### config.mk
export PLATFORM = sky130hd
export DESIGN_NAME = counter_add_sched
export DESIGN_NICKNAME = d
export VERILOG_FILES = /design/src/rtl/counter_add_sched.sv
export SDC_FILE = /design/constraint.sdc
export NUM_CORES = 1
export LEC_CHECK = 0
export ABC_AREA = 1
export BUFFER_PORTS_ARGS = -buffer_cell sky130_fd_sc_hd__buf_2
export CORE_MARGIN = 8
export CORE_UTILIZATION = 40
export DETAILED_ROUTE_END_ITERATION = 10
export GPL_TIMING_DRIVEN = 0
export PLACE_DENSITY = 0.65
export SLEW_MARGIN = 20
export SYNTH_ARGS = -nofsm -noshare
export SYNTH_HDL_FRONTEND = slang
export SYNTH_SLANG_ARGS = --single-unit
### constraint.sdc
create_clock -name clk -period 2.48 [get_ports clk]
set_clock_uncertainty 0.05 [all_clocks]
set_input_delay 0 -clock clk [delete_from_list [all_inputs] [get_ports clk]]
set_output_delay 0 -clock clk [all_outputs]
set_load 0.02 [all_outputs]
### src/rtl/counter_add_sched.sv
// ============================================================================
//  Module      : counter_add_sched
//  Description : Round-robin sequencer for two requesters sharing one mod-100
//                adder that repeatedly accumulates into a 0-99 accumulator.
//  Revision    : 1.0 - initial release
// ============================================================================
`default_nettype none

module counter_add_sched (
    input  logic       clk,
    input  logic       rst_n,
    input  logic       req0,
    input  logic       req1,
    input  logic [7:0] step0,
    input  logic [7:0] step1,
    input  logic [3:0] cnt0,
    input  logic [3:0] cnt1,
    input  logic       clr,
    output logic [1:0] gnt,
    output logic       busy,
    output logic       done,
    output logic       done_id,
    output logic       err,
    output logic       wrap,
    output logic [7:0] acc
);

    localparam logic [1:0] S_IDLE = 2'd0;
    localparam logic [1:0] S_RUN  = 2'd1;
    localparam logic [1:0] S_DONE = 2'd2;

    localparam logic [7:0] c_mod     = 8'd100;
    localparam logic [7:0] c_max_val = 8'd99;

    logic [1:0] r_state;
    logic [7:0] r_acc;
    logic [1:0] r_gnt;
    logic       r_busy;
    logic       r_done;
    logic       r_done_id;
    logic       r_err;
    logic       r_wrap;
    logic       r_last_id;
    logic       r_id;
    logic [7:0] r_step;
    logic [3:0] r_rem;

    logic       w_sel_id;
    logic [7:0] w_sel_step;
    logic [3:0] w_sel_cnt;
    logic [7:0] w_raw;
    logic       w_wrap;
    logic [7:0] w_next_acc;

    // On contention, the requester not served last time wins.
    always_comb begin
        if (req0 && req1) begin
            w_sel_id = ~r_last_id;
        end else begin
            w_sel_id = req1;
        end
    end

    assign w_sel_step = w_sel_id ? step1 : step0;
    assign w_sel_cnt  = w_sel_id ? cnt1  : cnt0;

    // Operands never exceed 99, so the raw sum (max 198) fits in 8 bits.
    assign w_raw      = r_acc + r_step;
    assign w_wrap     = (w_raw > c_max_val);
    assign w_next_acc = w_wrap ? (w_raw - c_mod) : w_raw;

    always_ff @(posedge clk or negedge rst_n) begin
        if (!rst_n) begin
            r_state   <= S_IDLE;
            r_acc     <= 8'd0;
            r_gnt     <= 2'b00;
            r_busy    <= 1'b0;
            r_done    <= 1'b0;
            r_done_id <= 1'b0;
            r_err     <= 1'b0;
            r_wrap    <= 1'b0;
            r_last_id <= 1'b1;
            r_id      <= 1'b0;
            r_step    <= 8'd0;
            r_rem     <= 4'd0;
        end else begin
            r_done <= 1'b0;
            r_err  <= 1'b0;
            r_wrap <= 1'b0;
            case (r_state)
                S_IDLE: begin
                    if (clr) begin
                        r_acc <= 8'd0;
                    end else if (req0 || req1) begin
                        r_id      <= w_sel_id;
                        r_last_id <= w_sel_id;
                        r_step    <= w_sel_step;
                        r_rem     <= w_sel_cnt;
                        r_busy    <= 1'b1;
                        if (w_sel_step > c_max_val || w_sel_cnt == 4'd0) begin
                            r_state   <= S_DONE;
                            r_done    <= 1'b1;
                            r_done_id <= w_sel_id;
                            r_err     <= (w_sel_step > c_max_val);
                        end else begin
                            r_state <= S_RUN;
                            r_gnt   <= w_sel_id ? 2'b10 : 2'b01;
                        end
                    end
                end
                S_RUN: begin
                    r_acc  <= w_next_acc;
                    r_wrap <= w_wrap;
                    r_rem  <= r_rem - 4'd1;
                    if (r_rem == 4'd1) begin
                        r_state   <= S_DONE;
                        r_gnt     <= 2'b00;
                        r_done    <= 1'b1;
                        r_done_id <= r_id;
                    end
                end
                S_DONE: begin
                    r_state <= S_IDLE;
                    r_busy  <= 1'b0;
                end
                default: begin
                    r_state <= S_IDLE;
                    r_gnt   <= 2'b00;
                    r_busy  <= 1'b0;
                end
            endcase
        end
    end

    assign gnt     = r_gnt;
    assign busy    = r_busy;
    assign done    = r_done;
    assign done_id = r_done_id;
    assign err     = r_err;
    assign wrap    = r_wrap;
    assign acc     = r_acc;

endmodule

`default_nettype wire

==> out/metrics.cfg, run 1 <==
[status]
status = completed

[clocking]
cts_root_buf = clkbuf_8
cts.sinks = 31
post_cts_buffers = 0
clk_pin_slew_ns = 0.06
clk_latency_ns = 0.29
h-tree-depth = 2
cts_tree = built
numCtsBuffers = 5
clock_path_buffers = 2

[synthesis]
syn-instance-count = 302
synth_flop_cell = dfrtp_1
async_reset_ff_share_pct = 100
synth.top_cell.area_share_pct = 34.1
ys_ff_latch = 31
yosysSeqAreaShare_pct = 35.3
synth_common_cells = nand2_1 (104), inv_1 (37), dfrtp_1 (30)
yosysTopAreaCell = dfrtp_1
yosysMostFrequentCell = nand2_1
syn_nets = 343
synth_edf_count = 0
synth_warnings = 0
synthDistinctLibCells = 34
syn_area_um2 = 2200
synth_area_leaders = dfrtp_1 (34%), nand2_1 (18%), inv_1 (6.3%)
syn_avg_cell_area_um2 = 7.28

[power_and_ir_drop]
leakagePower_nw = 1.51
p_sw_share_pct = 51.7
pwr-share-comb_pct = 68.6
p_sw_mw = 2.22
vdd_drop_max_mv = 0.531
intPower_mw = 2.08
p_seq_share_pct = 21.6
pwr-share-clk_pct = 9.7
p_per_area_nw_per_um2 = 1590

[routing]
first_iter_violations = 105
remaining_drc_errors = 0
post_drt_wl_per_cell_um = 12.3
drt_first_pass_iters = 4
ant_nets = 0
vias = 2072
routed_wl_um = 5320
vias_per_cell = 4.79

[global_routing]
grt_usage_pct = 13.8
gr-max-usage-layer = met2
grt_antenna_before_repair = 0
use_met3_pct = 3.24
grt_pass1_wl_um = 9330
grt_use_met1_pct = 17.7
grt_pass1_vias = 2013
grt_overflow = 0
grt_use_met2_pct = 21.9
grt_max_degree = 32

[floorplan]
die_x_um = 90.1
fp.coreArea_um2 = 5410
rows = 27
die_y_um = 90.1
io_pins = 44
initial_core_util_pct = 40.7
die_area_um2 = 8120

[final_layout]
final_cell_area_um2 = 2710
nFillCells = 570
multi_input_comb_area_um2 = 1270
syn_to_final_growth_pct = 23.4
seq_area_um2 = 777
nets = 401
diodes = 0
drive_above_1_share_pct = 25.5

[critical_path]
startpoint = acc[0]
cp.arrival_ns = 2.42
path_class = reg2reg
timing.rr.start = acc[0]
cp.required_ns = 2.60
crit_end = acc[5]
crit_buf_inv = 0
crit_path_start_kind = register
timing.rr.end = acc[5]
cp.depth = 12
max_stage_delay_ns = 0.44
crit_slowest_cell = fa_2
critPathTopFamily = adder cells
critPathMaxFanout = 5
rrSetupSlack_ns = 0.18
r2r.worst_path.cells = 12
path_cells = ha_2 -> fa_2 -> xnor2_4 -> ha_1 -> nand3_1 -> nor2_1 -> nor2_2 -> nand2_4 -> nand2_2 -> nand2_1 -> nand3_1 -> nand2_1
endpoint_kind = register

[timing]
relSlewSlack_pct = 54.3
finalHoldViolations = 0
worst_slack_ns = 0.184
period_share_pct = 92.6
max_freq_mhz = 436
rsz0062_at_grt = false
worst_pin_slew_ns = 0.686
setup_tns_ns = 0
finalCriticalPeriod_ns = 2.30
slew_viol_final = 0
setup_viol = 0

[placement]
dp_slack_ns = -0.0187
dp_hpwl_um = 4230
gp_congestion = 0.885
placement.io_buffers = 43
place_area_um2 = 2500

[min_path]
hp-class = in2reg

[flow_run]
maxCapViolCount = 0

[worst min path at each step]
stage	slack (ns)	cells after the start	startpoint	end
2_1_floorplan	-0.35	0	rst_n	acc[0]
3_3_place_gp	0.04	1	rst_n	r_rem[0]
3_5_place_dp	0.05	1	rst_n	r_rem[0]
4_1_cts	0.003	3	step1[6]	r_step[6]
5_1_grt	0.02	3	step1[4]	r_step[4]
6_report	0.009	3	step1[4]	r_step[4]
[cells by family after synthesis]
| group | after synthesis | share of synthesized area [%] |
|---|---|---|
| xor+xnor | 5 | 1.99 |
| simple gates | 171 | 35.9 |
| buf+inv | 45 | 8.65 |
| fa+ha+maj | 12 | 7.17 |
| compound gates | 38 | 11.0 |
| flops | 31 | 35.3 |
[power groups by stage]
| stage | Combinational, mW | Sequential [mW] | Clock (mW) |
|---|---|---|---|
| 6_report | 2.95 | 0.931 | 0.419 |
| 3_3_place_gp | 2.77 | 0.930 | 0 |
| 3_5_place_dp | 2.82 | 0.931 | 0 |
| 2_1_floorplan | 2.12 | 1.01 | 0 |
| 4_1_cts | 2.89 | 0.926 | 0.430 |
| 5_1_grt | 3.35 | 0.970 | 0.448 |
[cells in the final DEF (no fill, tap or decap), types with 2 or more instances in the layout]
cell           count
nand4_1            7
dfrtp_1           30
inv_1             37
nor2_2             6
nor2_1            16
o21ai_1            9
nand2_1          103
dlygate4sd3_1      8
nand2_2            7
nor2_4             2
ha_1               9
clkbuf_8           6
o21ai_0            9
a22o_1             2
a21oi_1            7
o21ai_2            6
nand3_1           23
buf_2             45
nand3_2            2
inv_2              2
xor2_1             4
nand2_4            3
[cell type report]
type                       instances  share of cell area [%]
multi-input combinational        226                    46.8
sequential                        31                    28.6
timing repair buffer              51                    10.9
inverter                          41                    5.95
tap                               72                    3.32
clock buffer                       7                    3.18
buffer                             4                    1.06
clock inverter                     1                   0.184
[per-stage QoR]
step | power [mW] | hold slack, ns | util [%] | std cells
floorplan | 3.13 | -0.346 | - | 302
global placement | 3.70 | 0.0354 | 46.3 | 417
CTS | 4.25 | 0.00269 | 49.6 | 433
global route | 4.77 | 0.0179 | 50.2 | 433
detailed placement | 3.75 | 0.0481 | 46.3 | 417
finish | 4.30 | 0.00940 | 50.2 | 433
[sequential cells by signal (all words and copies together), names as in the netlist, 2 cells and up]
| register | cells |
|---|---|
| acc | 8 |
| gnt | 2 |
| r_rem | 4 |
| r_state | 2 |
| r_step | 8 |
[timing repair]
action,4_1_cts,5_1_grt
resized for setup,1,6
setup endpoints to repair,4,6
hold buffers,8,0
pin swaps,0,3
endpoints found under the hold margin,35,0
[worst min-delay path: cells and delay by family]
kind                   cells  cell delay, ns
AO/OA/AOI/OAI              2            0.24
buffers and inverters      1            0.07
[layer usage]
layer | up-vias | routed length, µm
li1 | 1084 | -
met1 | 943 | 2520
met2 | 39 | 2540
met3 | 6 | 201
met4 | 0 | 64
met5 | - | 0
No activity file was read; power rests on OpenSTA's default activity.
==> run 2, diff against run 1 <==
--- a/config.mk
+++ b/config.mk
@@ -12,6 +12,7 @@
 export DETAILED_ROUTE_END_ITERATION = 10
 export GPL_TIMING_DRIVEN = 0
 export PLACE_DENSITY = 0.65
+export RECOVER_POWER = 50
 export SLEW_MARGIN = 20
 export SYNTH_ARGS = -nofsm -noshare
 export SYNTH_HDL_FRONTEND = slang
==> run 2 against run 1 <==
  * The flow now finishes with violations (max-capacitance violations, max-slew violations)
  * Clock-buffer cell count unchanged
  * Die area stayed put
  * Worst setup slack got worse by 0.0028 ns
  * Combinational power barely moved
  * First-iteration DRC count up 0.95%
  * Core utilization fell by 0.32 points
  * Cell count stayed put
  * Global-route usage stayed put
  * Critical path depth unchanged
==> out/metrics.cfg, run 2 (synthesis results as in run 1) <==
[critical_path]
endpoint_kind = register
critPathMaxFanout = 5
timing.rr.start = acc[0]
cp.arrival_ns = 2.42
r2r.worst_path.cells = 12
timing.rr.end = acc[5]
cp.required_ns = 2.60
rrSetupSlack_ns = 0.18
path_class = reg2reg
crit_path_start_kind = register

[power_and_ir_drop]
fin_total_pwr_mw = 4.28
p_sw_share_pct = 51.9
leakagePower_nw = 1.46
p_per_area_nw_per_um2 = 1590
p_seq_share_pct = 21.9
intPower_mw = 2.06
vdd_drop_max_mv = 0.523
pwr-share-clk_pct = 9.8
p_sw_mw = 2.22
pwr-share-comb_pct = 68.4

[global_routing]
grt_overflow = 0
grt_pass1_vias = 2013
grt_pass1_wl_um = 9330
grt_use_met1_pct = 17.7
grt_antenna_before_repair = 0
grt_use_met2_pct = 21.9
gr-max-usage-layer = met2
grt_max_degree = 32
use_met3_pct = 3.24
grt_usage_pct = 13.8

[routing]
vias_per_cell = 4.73
remaining_drc_errors = 0
vias = 2050
routed_wl_um = 5320
drt_first_pass_iters = 4
post_drt_wl_per_cell_um = 12.3
first_iter_violations = 106
ant_nets = 0

[floorplan]
initial_core_util_pct = 40.7
die_y_um = 90.1
die_area_um2 = 8120
rows = 27
die_x_um = 90.1
io_pins = 44
fp.coreArea_um2 = 5410

[status]
violations = max-capacitance violations, max-slew violations
status = finished with violations

[timing]
worst_pin_slew_ns = 1.66
period_share_pct = 92.7
finalCriticalPeriod_ns = 2.30
max_freq_mhz = 435
slew_viol_final = 32
setup_viol = 0
setup_tns_ns = 0
rsz0062_at_grt = false
relSlewSlack_pct = -10.6
finalHoldViolations = 0

[placement]
place_inst = 417
dp_hpwl_um = 4230
gp_congestion = 0.885
placement.io_buffers = 43

[clocking]
post_cts_buffers = 0
clock_path_buffers = 2
clk_pin_slew_ns = 0.06
cts_root_buf = clkbuf_8
numCtsBuffers = 5
cts.sinks = 31
cts_tree = built
clk_latency_ns = 0.29
h-tree-depth = 2

[final_layout]
final_core_util_pct = 49.9
diodes = 0
layout_commonest_cell = nand2_1
nets = 401
layout.cells.non_filler = 433
layout_common_cells = nand2_1 (103), inv_1 (37), buf_2 (31)
drive_above_1_share_pct = 21.6
syn_to_final_growth_pct = 22.7

[min_path]
holdPathEnd = r_step[4]
hp-class = in2reg
min_delay_path_depth = 3
hold_start = step1[4]

[flow_run]
maxCapViolCount = 1

-- run 2: layer usage --
layer  part of all wire [%]  up-vias
met3                    4.5        6
met2                     47       38
met4                    1.2        0
met1                     47      924
met5                      0        -
li1                       -     1082
-- run 2: final cells by class --
cell class,count,area [µm²]
fillers,577,2710
multi-input cells,226,1270
flip-flops and latches,31,777
repair buffers,51,278
inverters,41,161
well taps,72,90.1
clock buffers,7,86.3
plain buffers,4,28.8
clock inverters,1,5.00
-- run 2: worst max path at each step --
stage / from / depth (start not counted) / end / slack [ns]
after floorplan: acc[0] / 11 / acc[2] / 0.15
after global placement: acc[0] / 12 / acc[5] / -0.005
after detailed placement: acc[0] / 12 / acc[5] / -0.02
after CTS: acc[0] / 12 / acc[5] / 0.04
after global routing: acc[0] / 12 / acc[4] / 0.01
final: acc[0] / 12 / acc[5] / 0.18
-- run 2: power groups by stage --
| stage | clock network, mW | registers [mW] | logic, mW |
|---|---|---|---|
| 3_3_place_gp | 0 | 0.930 | 2.77 |
| 5_1_grt | 0.448 | 0.971 | 3.33 |
| 3_5_place_dp | 0 | 0.931 | 2.82 |
| 2_1_floorplan | 0 | 1.01 | 2.12 |
| 6_report | 0.418 | 0.936 | 2.93 |
| 4_1_cts | 0.430 | 0.926 | 2.89 |
-- run 2: stage by stage --
stage                     hold WS [ns]  area, µm²  worst slack [ns]
after detailed placement        0.0481       2500           -0.0187
after global placement          0.0354       2500          -0.00456
after floorplan                 -0.346       2200             0.148
after CTS                      0.00269       2680            0.0369
after global routing            0.0179       2700            0.0104
final                          0.00940       2700             0.181
-- run 2: critical path, cell delays in order (launching register included) --
cell     delay (ns)
dfrtp_1        0.41
ha_2           0.23
fa_2           0.44
xnor2_4        0.17
ha_1           0.18
nand3_1        0.12
nor2_1         0.07
nor2_2         0.14
nand2_4        0.09
nand2_2        0.10
nand2_1        0.05
nand3_1        0.07
nand2_1        0.06
-- run 2: what timing repair did --
item / CTS / global route
hold buffers: 8 / 0
cloned: 0 / 0
endpoints found under the setup margin: 4 / 6
pin swaps: 0 / 3
endpoints found under the hold margin: 35 / 0
resized for setup: 1 / 6
